$ cat src/rtl/pcm_mem_seq.sv
// ============================================================================
// pcm_mem_seq : sequences one arbitrated CPU request onto the PCM on-chip RAM
// Revision    : 1.0  initial release
// ============================================================================
`default_nettype none

module pcm_mem_seq #(
  parameter int RD_LAT    = 1,
  parameter int MEM_WORDS = 2048
) (
  input  logic        clk,
  input  logic        reset_n,
  input  logic        req_valid,
  output logic        req_ready,
  input  logic        req_write,
  input  logic [19:0] req_addr,
  input  logic [15:0] req_wdata,
  input  logic [1:0]  req_id,
  output logic        rsp_valid,
  input  logic        rsp_ready,
  output logic [15:0] rsp_rdata,
  output logic [1:0]  rsp_id,
  output logic        rsp_err,
  output logic [10:0] pcm_mem_mm_address,
  output logic        pcm_mem_mm_chipselect,
  output logic        pcm_mem_mm_clken,
  output logic        pcm_mem_mm_write,
  output logic [15:0] pcm_mem_mm_writedata,
  output logic [1:0]  pcm_mem_mm_byteenable,
  input  logic [15:0] pcm_mem_mm_readdata,
  output logic [15:0] access_count
);

  localparam logic [20:0] c_mem_words = 21'(MEM_WORDS);
  localparam logic [2:0]  c_lat_init  = 3'(RD_LAT - 1);

  generate
    if (RD_LAT < 1 || RD_LAT > 4) begin : g_bad_rd_lat
      $error("pcm_mem_seq: RD_LAT must be in 1..4");
    end
  endgenerate

  typedef enum logic [1:0] {
    S_IDLE   = 2'd0,
    S_ISSUE  = 2'd1,
    S_RDWAIT = 2'd2,
    S_RESP   = 2'd3
  } state_t;

  state_t      r_state;
  logic [2:0]  r_lat;
  logic        r_write;
  logic [10:0] r_addr;
  logic [15:0] r_wdata;
  logic [1:0]  r_id;
  logic        r_rsp_valid;
  logic [15:0] r_rsp_rdata;
  logic [1:0]  r_rsp_id;
  logic        r_rsp_err;
  logic        r_cs;
  logic        r_clken;
  logic        r_mm_write;
  logic [15:0] r_count;

  logic w_accept;
  logic w_in_range;

  assign req_ready  = (r_state == S_IDLE);
  assign w_accept   = req_valid & req_ready;
  assign w_in_range = ({1'b0, req_addr} < c_mem_words);

  always_ff @(posedge clk or negedge reset_n) begin
    if (!reset_n) begin
      r_state     <= S_IDLE;
      r_lat       <= 3'd0;
      r_write     <= 1'b0;
      r_addr      <= 11'd0;
      r_wdata     <= 16'd0;
      r_id        <= 2'd0;
      r_rsp_valid <= 1'b0;
      r_rsp_rdata <= 16'd0;
      r_rsp_id    <= 2'd0;
      r_rsp_err   <= 1'b0;
      r_cs        <= 1'b0;
      r_clken     <= 1'b0;
      r_mm_write  <= 1'b0;
      r_count     <= 16'd0;
    end else begin
      case (r_state)
        S_IDLE: begin
          if (w_accept) begin
            r_write <= req_write;
            r_addr  <= req_addr[10:0];
            r_wdata <= req_wdata;
            r_id    <= req_id;
            if (!w_in_range) begin
              // Out-of-range requests answer directly without touching memory
              r_state     <= S_RESP;
              r_rsp_valid <= 1'b1;
              r_rsp_err   <= 1'b1;
              r_rsp_rdata <= 16'd0;
              r_rsp_id    <= req_id;
            end else begin
              r_state    <= S_ISSUE;
              r_cs       <= 1'b1;
              r_clken    <= 1'b1;
              r_mm_write <= req_write;
              if (r_count != 16'hFFFF) begin
                r_count <= r_count + 16'd1;
              end
            end
          end
        end
        S_ISSUE: begin
          r_mm_write <= 1'b0;
          if (r_write) begin
            r_state     <= S_RESP;
            r_cs        <= 1'b0;
            r_clken     <= 1'b0;
            r_rsp_valid <= 1'b1;
            r_rsp_err   <= 1'b0;
            r_rsp_rdata <= 16'd0;
            r_rsp_id    <= r_id;
          end else begin
            r_state <= S_RDWAIT;
            r_lat   <= c_lat_init;
          end
        end
        S_RDWAIT: begin
          if (r_lat == 3'd0) begin
            r_state     <= S_RESP;
            r_cs        <= 1'b0;
            r_clken     <= 1'b0;
            r_rsp_valid <= 1'b1;
            r_rsp_err   <= 1'b0;
            r_rsp_rdata <= pcm_mem_mm_readdata;
            r_rsp_id    <= r_id;
          end else begin
            r_lat <= r_lat - 3'd1;
          end
        end
        S_RESP: begin
          if (rsp_ready) begin
            r_state     <= S_IDLE;
            r_rsp_valid <= 1'b0;
          end
        end
        default: begin
          r_state <= S_IDLE;
        end
      endcase
    end
  end

  assign rsp_valid             = r_rsp_valid;
  assign rsp_rdata             = r_rsp_rdata;
  assign rsp_id                = r_rsp_id;
  assign rsp_err               = r_rsp_err;
  assign pcm_mem_mm_address    = r_addr;
  assign pcm_mem_mm_chipselect = r_cs;
  assign pcm_mem_mm_clken      = r_clken;
  assign pcm_mem_mm_write      = r_mm_write;
  assign pcm_mem_mm_writedata  = r_wdata;
  assign pcm_mem_mm_byteenable = 2'b11;
  assign access_count          = r_count;

endmodule

`default_nettype wire

$ cat config.mk
export PLATFORM = sky130hd
export DESIGN_NAME = pcm_mem_seq
export DESIGN_NICKNAME = d
export VERILOG_FILES = /design/src/rtl/pcm_mem_seq.sv
export SDC_FILE = /design/constraint.sdc
export NUM_CORES = 1
export LEC_CHECK = 0
export ABC_CLOCK_PERIOD_IN_PS = 2100
export CORE_ASPECT_RATIO = 1.5
export CORE_MARGIN = 2
export CORE_UTILIZATION = 44
export DETAILED_ROUTE_END_ITERATION = 10
export PLACE_DENSITY = 0.81
export SETUP_SLACK_MARGIN = 0.05
export SLEW_MARGIN = 0
export SYNTH_ARGS = -nofsm -noshare
export SYNTH_HDL_FRONTEND = slang
export SYNTH_SLANG_ARGS = --single-unit
$ cat constraint.sdc
create_clock -name clk -period 2.1 [get_ports clk]
set_input_delay 0.21 -clock clk [delete_from_list [all_inputs] [get_ports clk]]
set_output_delay 0.21 -clock clk [all_outputs]
set_load 0.005 [all_outputs]
==> flow_metrics.env, run 1 <==
export IMPL_path_clk_slew_ns=0.08
export IMPL_antenna_found_initial=0
export IMPL_htree_levels=3
export IMPL_synth_compound_area_frac=0.08391
export IMPL_met1_length_um=3065
export IMPL_fill_cells=559
export IMPL_cp_max_fo=5
export IMPL_grt_setup_unrepaired="no"
export IMPL_grt_usage=0.1986
export IMPL_outcome="completed"
export IMPL_core_region_area_um2=7227
export IMPL_die_w_um=74.34
export IMPL_clock_latency_ns=0.35
export IMPL_die_area_um2=8141
export IMPL_total_power_w=0.005980
export IMPL_clockBufferDepth=2
export IMPL_critPathKind="register to register"
export IMPL_fp_row_count=38
export IMPL_synth_area_top_cells="dfrtp_1, mux2_2, nand2_1"
export IMPL_dpl_cell_area_um2=4727
export IMPL_dr_pass1_iters=4
export IMPL_multi_input_area_um2=1334
export IMPL_report_final_slew_viol_count=0
export IMPL_yosysWarnings=0
export IMPL_ir_drop_uv=734.0
export IMPL_synth_xor_area_frac=0.03755
export IMPL_hp_class="input pin to asynchronous set/reset pin"
export IMPL_synth_area_um2=3266
export IMPL_cellLeakagePower_nw=2.214
export IMPL_finClkSkew_ns=0.01453
export IMPL_vias=2671
export IMPL_arrival_ns=2.24
export IMPL_finalCriticalPeriod_ns=2.001
export IMPL_drt_wl_total_um=7922
export IMPL_max_freq_mhz=499.7
export IMPL_die_height_um=109.5
export IMPL_powerDensity_nw_per_um2=1188
export IMPL_tritoncts="yes"
export IMPL_grt_pass1_vias=2665
export IMPL_io_buffers=125
export IMPL_synth_simple_gate_area_share=0.1383
export IMPL_n_antenna_cell=0
export IMPL_grt_max_degree=44
export IMPL_dr_wl_met3_um=561
export IMPL_place_hpwl_um=5917
export IMPL_muxShareOfSynthArea=0.1096
export IMPL_syn_to_final_growth_pct=54.10
export IMPL_synth_top_cell_by_area="dfrtp_1"
export IMPL_synth_top_area_frac=0.5594
export IMPL_tightest_slew_ns=0.4965
export IMPL_synth_top_family_by_area="simple AND/OR/NAND/NOR gates"
export IMPL_synthAdderAreaFrac=0.03065
export IMPL_drive_above_1_share=0.1841
export IMPL_r2r_start="access_count[1]$_DFFE_PN0P_"
export IMPL_setup_tns_ns=0
export IMPL_final_common_cell="clkdlybuf4s50_1"
export IMPL_drcViolationCount=0
export IMPL_drt_initial_drc_count=125
export IMPL_cts_root_buf="clkbuf_8"
export IMPL_gp_congestion=0.7915
export IMPL_start_util=0.4519
export IMPL_end_kind="register"
export IMPL_required_ns=2.33
export IMPL_dr_max_layer_used="met4"
export IMPL_detail_route_antenna_nets=0
export IMPL_final_nets=502
export IMPL_routedWlPerCell_um=14.67
export IMPL_regArea_um2=1827
export IMPL_grt_overflow_total=0
export IMPL_numCtsBuffers=9
export IMPL_synth_cell_types=41
export IMPL_netlist_instances=287
export IMPL_cts_sinks=73
export IMPL_pin_count=128
export IMPL_start_kind="register"
export IMPL_ys_ff_latch=73
export IMPL_min_period_over_period=0.9529
export IMPL_setup_violations_final=0
export IMPL_maxCapViolations=0
export IMPL_grt_pass1_wl_um=12290
export IMPL_startpoint="access_count[1]$_DFFE_PN0P_"
export IMPL_final_hold_violation_count=0
export IMPL_yosysSeqAreaShare=0.5594
export IMPL_maxSlewHeadroom=0.6664
export IMPL_route_met2_wl_um=4135
export IMPL_final_area_um2=5032
export IMPL_final_cell_mix="clkdlybuf4s50_1, dfrtp_1, nand2_1"
export IMPL_avgSynthCellArea_um2=11.38
export IMPL_viasPerCell=4.946
-- final cells by class --
class / instances / area share
clock buffer: 14 / 0.03232
sequential: 73 / 0.3630
timing repair buffer: 150 / 0.2924
clock inverter: 2 / 0.01193
inverter: 14 / 0.01044
multi-input combinational: 187 / 0.2650
tap: 100 / 0.02486
-- worst max-delay path, stage by stage (launching register included) --
cell and delay, ns:
dfrtp_1 0.37, ha_1 0.20, nand4_1 0.15, or2_4 0.29, o31ai_4 0.38, buf_6 0.17
mux2_2 0.32
-- per-stage QoR --
stage / setup slack, ns / util / hold WS [ns] / cells
floorplan: 0.2124 / - / -0.08559 / 288
global placement: 0.03612 / 0.6541 / 0.1670 / 517
detailed placement: -0.01491 / 0.6541 / 0.1706 / 517
CTS: 0.04562 / 0.6877 / 0.3327 / 534
global route: 0.04782 / 0.6963 / 0.3757 / 540
finish: 0.09895 / 0.6963 / 0.3495 / 540
-- power by group --
| group | leakage [nW] | internal (W) | total (W) | switching [W] |
|---|---|---|---|---|
| sequential | 0.924 | 0.00193 | 0.00220 | 0.000269 |
| combinational | 1.18 | 0.00154 | 0.00254 | 0.00100 |
| clock | 0.111 | 0.000736 | 0.00124 | 0.000499 |
-- path summary, 6_finish.rpt --
kind,slack [ns],endpoint,depth (start not counted)
max,0.1,access_count[1]$_DFFE_PN0P_,6
min,0.35,access_count[14]$_DFFE_PN0P_,2
max reg2reg,0.1,access_count[1]$_DFFE_PN0P_,6
min reg2reg,0.48,rsp_rdata[1]$_DFFE_PN0P_,2
max in group asynchronous,1.19,pcm_mem_mm_writedata[15]$_DFFE_PN0P_,3
min in group clk,0.42,rsp_rdata[10]$_DFFE_PN0P_,3
-- repair_timing --
item / in CTS / in global routing
endpoints found under the hold margin: 30 / 0
hold buffers: 1 / 0
pin swaps: 1 / 4
setup endpoints to repair: 2 / 19
gates resized for setup: 2 / 5
buffers inserted: 0 / 6
-- routing by layer --
metal  global-route usage  up-vias
met5                    0        -
met4              0.07398        0
met3              0.06691       15
met2               0.3444      101
met1               0.2233     1289
li1                     -     1266
-- registers in the layout (all words and copies together) (netlist names) --
name                  count
rsp_rdata                16
r_id                      2
access_count             16
rsp_id                    2
rsp_err                   1
pcm_mem_mm_writedata     16
pcm_mem_mm_clken          1
r_write                   1
r_state                   2
pcm_mem_mm_address       11
pcm_mem_mm_write          1
rsp_valid                 1
r_lat                     3
-- synthesized netlist by cell type, drive strengths merged --
cell type / instances
a211o: 1
a21o: 2
a21oi: 4
a221oi: 1
a22o: 1
a31oi: 2
and2: 2
and4: 2
buf: 9
clkbuf: 5
conb: 1
dfrtp: 73
ha: 8
inv: 14
mux2: 30
mux2i: 2
nand2: 45
nand2b: 2
nand3: 6
nand3b: 1
nand4: 4
nor2: 11
nor2b: 1
nor3: 4
nor4: 6
nor4b: 1
o211a: 1
o211ai: 2
o21ai: 28
o31ai: 2
or2: 2
xnor2: 4
xor2: 10
-- cells by family after synthesis --
| logic type | count (synthesis) |
|---|---|
| flip-flops | 73 |
| adder cells (fa/ha/maj) | 8 |
| buffers and inverters | 28 |
| AND/OR/NAND/NOR | 87 |
| XOR/XNOR | 14 |
| other | 1 |
| AO/OA/AOI/OAI | 44 |
| multiplexers | 32 |
Note: power is estimated with default switching activity, not from simulation.
==> run 2: changes to the inputs <==
Settings changed: MAX_ROUTING_LAYER from default to met4.
==> run 2 against run 1 <==
  * Routed wire length is 2.5% lower
  * Register-to-register slack gained 0.06 ns
  * Largest cell class unchanged
  * Design area is 0.85% lower
==> flow_metrics.env, run 2 (synthesis gave the netlist of run 1 again) <==
export IMPL_outcome="completed"
export IMPL_clkPwrFrac=0.185
export IMPL_maxCapViolations=0
export IMPL_cp_max_fo=7
export IMPL_core_region_area_um2=7227
export IMPL_min_period_over_period=0.9235
export IMPL_critPathKind="register to register"
export IMPL_path_cells="ha_1 > nand4_1 > or2_2 > o31ai_4 > buf_4 > mux2_2"
export IMPL_grt_setup_unrepaired="no"
export IMPL_powerDensity_nw_per_um2=1181
export IMPL_fp_row_count=38
export IMPL_switching_share=0.3071
export IMPL_hp_class="input pin to asynchronous set/reset pin"
export IMPL_power_share_sequential=0.376
export IMPL_report_final_slew_viol_count=0
export IMPL_final_cell_mix="clkdlybuf4s50_1, dfrtp_1, nand2_1"
export IMPL_drive_above_1_share=0.1895
export IMPL_gp_congestion=0.8824
export IMPL_vias=2626
export IMPL_grt_max_degree=74
export IMPL_cts_sinks=73
export IMPL_power_frac_comb=0.439
export IMPL_finalCriticalPeriod_ns=1.939
export IMPL_slowest_stage="dfrtp_1"
export IMPL_max_freq_mhz=515.6
export IMPL_numCtsBuffers=9
export IMPL_start_util=0.4519
export IMPL_die_w_um=74.34
export IMPL_antenna_found_initial=0
export IMPL_htree_levels=3
export IMPL_final_common_cell="clkdlybuf4s50_1"
export IMPL_clockBufferDepth=2
export IMPL_detail_route_antenna_nets=0
export IMPL_tritoncts="yes"
export IMPL_path_clk_slew_ns=0.07
export IMPL_final_hold_violation_count=0
export IMPL_end_kind="register"
export IMPL_drt_wl_total_um=7723
export IMPL_finClkSkew_ns=0.01005
export IMPL_timing_hold_ws_ns=0.4082
export IMPL_grt_overflow_total=0
export IMPL_intPower_w=0.004083
export IMPL_viasPerCell=4.881
export IMPL_io_buffers=125
export IMPL_syn_to_final_growth_pct=52.80
export IMPL_tightest_slew_ns=0.5009
export IMPL_ir_drop_uv=720.4
export IMPL_critPathMaxStageDelay_ns=0.36
export IMPL_cts_root_buf="clkbuf_8"
export IMPL_p_sw_w=0.001809
export IMPL_grt_usage=0.2041
export IMPL_drt_initial_drc_count=99
export IMPL_clock_latency_ns=0.35
export IMPL_n_antenna_cell=0
export IMPL_timing_reg2reg_setup_slack_ns=0.16
export IMPL_die_height_um=109.5
export IMPL_grt_pass1_wl_um=12280
export IMPL_arrival_ns=2.17
export IMPL_place_hpwl_um=5781
export IMPL_dr_pass1_iters=4
export IMPL_start_kind="register"
export IMPL_cellLeakagePower_nw=2.186
export IMPL_final_util=0.6904
export IMPL_drcViolationCount=0
export IMPL_setup_violations_final=0
export IMPL_routedWlPerCell_um=14.36
export IMPL_final_nets=500
export IMPL_pin_count=128
export IMPL_maxSlewHeadroom=0.6635
export IMPL_grt_pass1_vias=2671
export IMPL_fill_cells=583
export IMPL_required_ns=2.33
export IMPL_die_area_um2=8141
[run 2: changes by cell type in the layout (fill, tap and decap cells not counted), moves of 2 or more]
cell | before | now
clkbuf_1 | 3 | 1
clkinv_2 | 0 | 2
clkinvlp_4 | 0 | 2
inv_1 | 14 | 12
inv_2 | 0 | 2
[run 2: layout make-up]
type	instances	area [um2]	area share
clock buffer	11	141.4	0.02834
clock inverter	5	55.05	0.01103
inverter	14	52.55	0.01053
multi-input combinational	187	1335	0.2676
sequential	73	1828	0.3663
tap	100	125.1	0.02508
timing repair buffer	148	1453	0.2911
[run 2: final timing paths]
kind / to / start / cells after the start
worst max-delay path: access_count[1]$_DFFE_PN0P_ / access_count[0]$_DFFE_PN0P_ / 6
worst min-delay path: access_count[2]$_DFFE_PN0P_ / reset_n / 3
worst max register to register: access_count[1]$_DFFE_PN0P_ / access_count[0]$_DFFE_PN0P_ / 6
worst min register to register: rsp_rdata[4]$_DFFE_PN0P_ / rsp_rdata[4]$_DFFE_PN0P_ / 2
max in group asynchronous: pcm_mem_mm_writedata[3]$_DFFE_PN0P_ / reset_n / 3
min in group clk: rsp_rdata[9]$_DFFE_PN0P_ / pcm_mem_mm_readdata[9] / 3
[run 2: stage by stage]
step / instances / area [um2] / setup TNS, ns / total power [W] / worst slack, ns
after CTS: 536 / 4951 / 0 / 0.005932 / 0.06696
after global placement: 519 / 4742 / 0 / 0.004711 / 0.04093
after detailed placement: 519 / 4742 / -0.001758 / 0.004814 / -0.001758
after floorplan: 288 / 3269 / 0 / 0.003318 / 0.2124
after global routing: 538 / 4990 / 0 / 0.006308 / 0.1091
final: 538 / 4990 / 0 / 0.005893 / 0.1606
[run 2: per-layer routing]
metal  up-vias  GRT usage  part of all wire
met5         -          -                 0
met4         0    0.08929             0.019
met3        15    0.05408             0.068
met2       100     0.3323              0.52
met1      1243     0.2356              0.39
li1       1268          -                 -
[run 2: critical path: cells and delay by family (launching register included)]
family / cells / cell delay (ns)
compound gates: 1 / 0.27
fa+ha+maj: 1 / 0.19
buf+inv: 1 / 0.20
flops: 1 / 0.36
mux: 1 / 0.33
simple gates: 2 / 0.49
[run 2: power by group through the flow]
| stage | Clock, W | Sequential, W | Combinational [W] |
|---|---|---|---|
| detailed placement | 0 | 0.00224 | 0.00257 |
| CTS | 0.00112 | 0.00222 | 0.00259 |
| global route | 0.00118 | 0.00229 | 0.00284 |
| finish | 0.00109 | 0.00222 | 0.00259 |
| global placement | 0 | 0.00221 | 0.00250 |
| floorplan | 0 | 0.00226 | 0.00106 |
[run 2: repair_timing]
action	4_1_cts	5_1_grt
endpoints found under the hold margin	73	0
buffers inserted	0	2
hold buffers	1	0
setup endpoints to repair	2	4
pin swaps	1	3
gates cloned	0	0
resized for setup	1	7
==> run 3: changes to the inputs <==
Settings changed: SLEW_MARGIN 0 to 10.
==> results of run 3 <==
Final layout, timing and power as in run 2 (identical DEF).
